**src/rtl/msg_pkg.sv**
```systemverilog
// Shared types and widths for the message scroller.
package msg_pkg;

    localparam int unsigned CHAR_W     = 5;
    localparam int unsigned NUM_DIGITS = 3;
    localparam int unsigned INDEX_W    = 4;
    localparam int unsigned DIGITS_W   = CHAR_W * NUM_DIGITS;

    typedef enum logic [1:0] {
        STOP   = 2'd0,
        FILL   = 2'd1,
        SCROLL = 2'd2
    } state_t;

endpackage

```
**src/rtl/scroll_tick.sv**
```systemverilog
// Free-running step timer: tick fires on the last count of each TICK_DIV period.
module scroll_tick #(
    parameter int unsigned TICK_DIV = 12000000
) (
    input  logic clk,
    input  logic reset,
    input  logic clear,
    input  logic enable,
    output logic tick
);

    localparam int unsigned     CNT_W = (TICK_DIV > 1) ? $clog2(TICK_DIV) : 1;
    localparam logic [CNT_W-1:0] LAST = CNT_W'(TICK_DIV - 1);

    logic [CNT_W-1:0] r_cnt;

    always_ff @(posedge clk or posedge reset) begin
        if (reset) begin
            r_cnt <= '0;
        end else if (clear) begin
            r_cnt <= '0;
        end else if (enable) begin
            r_cnt <= (r_cnt == LAST) ? '0 : r_cnt + CNT_W'(1);
        end
    end

    assign tick = enable && (r_cnt == LAST);

endmodule

```
**src/rtl/message_scroller.sv**
```systemverilog
// Three-character message scroller: fills from ROM index 0, then shifts one character per tick.
// Optional MSG_SCROLL_REVERSE_EN adds a dir input for reverse scrolling.
module message_scroller
    import msg_pkg::*;
#(
    parameter int unsigned TICK_DIV = 12000000,
    parameter int unsigned MSG_LEN  = 10
) (
    input  logic                clk,
    input  logic                reset,
    input  logic                run,
`ifdef MSG_SCROLL_REVERSE_EN
    input  logic                dir,
`endif
    input  logic [CHAR_W-1:0]   value,
    output logic [INDEX_W-1:0]  index,
    output logic [DIGITS_W-1:0] digits,
    output logic                busy,
    output logic                wrap
);

    localparam logic [INDEX_W-1:0] LAST_IDX = INDEX_W'(MSG_LEN - 1);
    localparam logic [INDEX_W-1:0] FILL_END = INDEX_W'(NUM_DIGITS - 1);

    state_t                r_state;
    state_t                w_state_nxt;
    logic [INDEX_W-1:0]    r_index;
    logic [INDEX_W-1:0]    w_index_nxt;
    logic [DIGITS_W-1:0]   r_digits;
    logic [DIGITS_W-1:0]   w_digits_nxt;
    logic                  r_busy;
    logic                  r_wrap;
    logic                  w_wrap_nxt;
    logic                  w_clear;
    logic                  w_tick_en;
    logic                  w_tick;

    assign w_tick_en = (r_state == SCROLL) && run;

    scroll_tick #(
        .TICK_DIV (TICK_DIV)
    ) u_tick (
        .clk    (clk),
        .reset  (reset),
        .clear  (w_clear),
        .enable (w_tick_en),
        .tick   (w_tick)
    );

    always_ff @(posedge clk or posedge reset) begin
        if (reset) begin
            r_state <= STOP;
        end else begin
            r_state <= w_state_nxt;
        end
    end

    // Dropping run always wins over a coincident fill shift or tick.
    always_comb begin
        w_state_nxt  = r_state;
        w_index_nxt  = r_index;
        w_digits_nxt = r_digits;
        w_wrap_nxt   = 1'b0;
        w_clear      = 1'b0;
        case (r_state)
            STOP: begin
                if (run) begin
                    w_state_nxt = FILL;
                    w_index_nxt = '0;
                    w_clear     = 1'b1;
                end
            end
            FILL: begin
                if (!run) begin
                    w_state_nxt = STOP;
                end else begin
                    w_digits_nxt = {r_digits[DIGITS_W-CHAR_W-1:0], value};
                    w_index_nxt  = r_index + INDEX_W'(1);
                    if (r_index == FILL_END) begin
                        w_state_nxt = SCROLL;
                    end
                end
            end
            SCROLL: begin
                if (!run) begin
                    w_state_nxt = STOP;
                end else if (w_tick) begin
`ifdef MSG_SCROLL_REVERSE_EN
                    if (dir) begin
                        w_digits_nxt = {value, r_digits[DIGITS_W-1:CHAR_W]};
                        w_index_nxt  = (r_index == '0) ? LAST_IDX : r_index - INDEX_W'(1);
                        w_wrap_nxt   = (r_index == '0);
                    end else
`endif
                    begin
                        w_digits_nxt = {r_digits[DIGITS_W-CHAR_W-1:0], value};
                        w_index_nxt  = (r_index == LAST_IDX) ? '0 : r_index + INDEX_W'(1);
                        w_wrap_nxt   = (r_index == LAST_IDX);
                    end
                end
            end
            default: begin
                w_state_nxt = STOP;
            end
        endcase
    end

    always_ff @(posedge clk or posedge reset) begin
        if (reset) begin
            r_index  <= '0;
            r_digits <= '0;
            r_busy   <= 1'b0;
            r_wrap   <= 1'b0;
        end else begin
            r_index  <= w_index_nxt;
            r_digits <= w_digits_nxt;
            r_busy   <= (w_state_nxt != STOP);
            r_wrap   <= w_wrap_nxt;
        end
    end

    assign index  = r_index;
    assign digits = r_digits;
    assign busy   = r_busy;
    assign wrap   = r_wrap;

endmodule
```
**config.mk**
```make
export PLATFORM = sky130hd
export DESIGN_NAME = message_scroller
export DESIGN_NICKNAME = d
export VERILOG_FILES = /design/src/rtl/msg_pkg.sv /design/src/rtl/scroll_tick.sv /design/src/rtl/message_scroller.sv
export SDC_FILE = /design/constraint.sdc
export NUM_CORES = 1
export LEC_CHECK = 0
export CAP_MARGIN = 20
export CELL_PAD_IN_SITES_DETAIL_PLACEMENT = 0
export CELL_PAD_IN_SITES_GLOBAL_PLACEMENT = 1
export CORE_AREA = 2 2 76 78
export CTS_CLUSTER_SIZE = 30
export DETAILED_ROUTE_END_ITERATION = 10
export DIE_AREA = 0 0 78 80
export PLACE_DENSITY_LB_ADDON = 0.08
export SETUP_SLACK_MARGIN = 0.05
export SYNTH_ARGS = -nofsm -noshare
export SYNTH_HDL_FRONTEND = slang
export SYNTH_SLANG_ARGS = --single-unit
export TNS_END_PERCENT = 50
```
**constraint.sdc**
```tcl
create_clock -name clk -period 6.4 [get_ports clk]
set_input_delay 0.64 -clock clk [delete_from_list [all_inputs] [get_ports clk]]
set_output_delay 0.64 -clock clk [all_outputs]
set_load 0.1 [all_outputs]
```
==> results.toml <==
[outcome]
outcome = "finished clean"

[detailed_routing]
drc = 0
post_drt_wl_per_cell_um = 14.0
final_antenna_net_count = 0
vias = 1791
totalWireLength_um = 4760
drt_iter0_markers = 88
first_pass_iters = 4
detail_route.vias_per_cell = 5.27

[sta]
max_freq_mhz = 386
worst_pin_slew_ns = 0.977
rsz0062_at_grt = "no"
setup_ws_ns = 3.81
finalMaxSlewViolations = 0
tns_ns = 0
period_needed_ns = 2.59
slew_headroom_pct = 34.6
whs_ns = 0.513
setup_viol = 0
hold_viol_final = 0
fin_skew_ns = 0.00312
fin_crit_sh_pct = 40.5

[layout]
fin_util_pct = 54.5
num_antenna_cells = 0
finish.net_count = 283
stdcell_count = 340
syn_to_final_growth_pct = 19.5
fin_area_sq_um = 2950
drive_gt1_share_pct = 14.2

[die]
rows = 27
die_area_sq_um = 6240
fp.coreArea_sq_um = 5410
die_y_um = 80
start_util_pct = 45.6
die_w_um = 78
io_pins = 29

[job]
max_cap_violations = 0

[synthesis]
yosysWarnings = 0
synthAdderAreaFrac_pct = 4.06
synth_compound_area_share_pct = 8.17
syn_inst = 235
synth-xor-area-share_pct = 5.69
yosys.cell_types.count = 49
synth-simple-area-share_pct = 20.7
synthArstFlopShare_pct = 100
syn_area_sq_um = 2460
synthMuxAreaShare_pct = 10.1
ys_ff_latch = 47
synth_edf_count = 0
yosysMostFrequentCell = "dfrtp_1"
synth_top_cells_by_area = "dfrtp_1 (48%), mux2_4 (6.1%), ha_1 (4.1%), nor2_1 (3.4%), nand2_1 (3.2%)"
yosysSeqAreaShare_pct = 47.7
synth_fp_nets = 251
synth_area_leader_cell = "dfrtp_1"
synth_top_family_by_area = "simple AND/OR/NAND/NOR gates"
ys.flop_type = "dfrtp_1"
synth_top_cell_area_share_pct = 47.7
synthTopCellsByCount = "dfrtp_1 (47), nor2_1 (22), nand2_1 (21), nand3_1 (14), inv_1 (12)"
postSynthAreaPerCell_sq_um = 10.5

[power_and_ir_drop]
p_total_mw = 1.40
vdd_ir_drop_max_v = 0.000382
powerDensity_nw_per_um2 = 474
p_leak_nw = 1.25

[global_route]
grt_use_met1_pct = 22.7
grtUsageMet2_pct = 26.4
busiest_layer = "met2"
overflow = 0
grt_antenna_before_repair = 0
grt_start_max_net_pins = 48
grt_pass1_wl_um = 8210
use_met3_pct = 4.41
grt_pass1_vias = 1734
track_usage_pct = 16.8

[critical_path]
cpPeakStageDelay_ns = 1.18
crit_family = "buffers and inverters"
path_max_fanout = 7
worstSetupStartpointType = "flip-flop"
cp.required_ns = 5.76
cp_cell_sequence = "clkdlybuf4s50_1"
critPathKind = "flip-flop to output pin"
crit_path_top_delay_cell = "clkdlybuf4s50_1"
cp-end-kind = "output pin"
crit_arrival_ns = 1.95
crit_buf_inv = 1

[clock_tree]
holdBufCountCts = 0
max-clock-path-buffers = 2
cts_num_sinks = 47
cts_tree = "yes"
cts_setup_buffers = 0
h-tree-depth = 2
clk_pin_slew_ns = 0.09
cts-root-buf = "clkbuf_8"
clock_latency_ns = 0.31
cts_made_buffers = 5
cts_resized = 0

[placement]
io_buffers = 28
postPlaceCellArea_sq_um = 2810
dp_slack_ns = 3.68
hpwl_um = 3270
gp_congestion = 0.764
dp_cells = 331

[hold_path]
min_path_type = "input pin to async pin"
final cells by class:
cell class / count / area, sq um
Sequential cell: 47 / 1180
Multi-Input combinational cell: 169 / 1200
Inverter: 12 / 45.0
Tap cell: 72 / 90.1
Fill cell: 514 / 2460
Clock inverter: 3 / 46.3
Clock buffer: 5 / 68.8
Timing Repair Buffer: 32 / 320
kinds of logic (layout without fill, tap and decap cells):
logic type,Yosys count,count (layout)
XOR/XNOR,16,16
multiplexers,19,19
AND/OR/NAND/NOR,95,95
buffers and inverters,19,52
flip-flops,47,47
adder cells (fa/ha/maj),8,8
AO/OA/AOI/OAI,31,31
power breakdown:
group	leakage [nW]	internal, mW	switching, mW
Combinational	0.578	0.220	0.543
Clock	0.0548	0.118	0.111
Sequential	0.620	0.358	0.0463
Total	1.25	0.696	0.700
worst reg2reg max path, stage by stage, from the launching register on:
cell     delay (ns)
dfrtp_1        0.42
or4b_4         0.57
nor4_4         0.32
nand3_1        0.18
a21oi_1        0.40
mux2_2         0.38
sequential cells by signal, indices dropped and copies added (netlist names):
register and count:
index 4, wrap 1, u_tick.r_cnt 24, busy 1, r_state 2, digits 15
path summary, 6_finish.rpt:
| path | start | to | slack, ns | depth (start not counted) |
|---|---|---|---|---|
| max in group asynchronous | reset | digits[9] | 5.44 | 3 |
| min reg2reg | digits[14] | digits[14] | 0.52 | 1 |
| min in group clk | digits[14] | digits[14] | 0.52 | 1 |
| min | reset | busy | 0.51 | 2 |
| max reg2reg | u_tick.r_cnt[15] | index[0] | 4.03 | 5 |
| max | index[0] | index[0] | 3.81 | 1 |
layer usage:
layer | wire (um) | share of wire (%)
met5 | 0 | 0
met4 | 65 | 1.4
met3 | 196 | 4.1
met2 | 2230 | 47
met1 | 2260 | 48
layout by cell type, fill, tap and decap left out, drive strengths merged, types with 4 or more instances in the layout:
cell type | Yosys | final
inv | 12 | 13
clkdlybuf4s50 | 0 | 28
nand2 | 22 | 22
nand4 | 5 | 5
nand3 | 14 | 14
a21oi | 9 | 9
o21ai | 8 | 8
clkbuf | 5 | 5
ha | 8 | 8
mux2 | 16 | 16
buf | 2 | 4
xor2 | 9 | 9
dfrtp | 47 | 47
nor3 | 5 | 5
nor4 | 8 | 8
xnor2 | 7 | 7
nor2 | 22 | 22
Note: power is estimated with default switching activity, not from simulation.
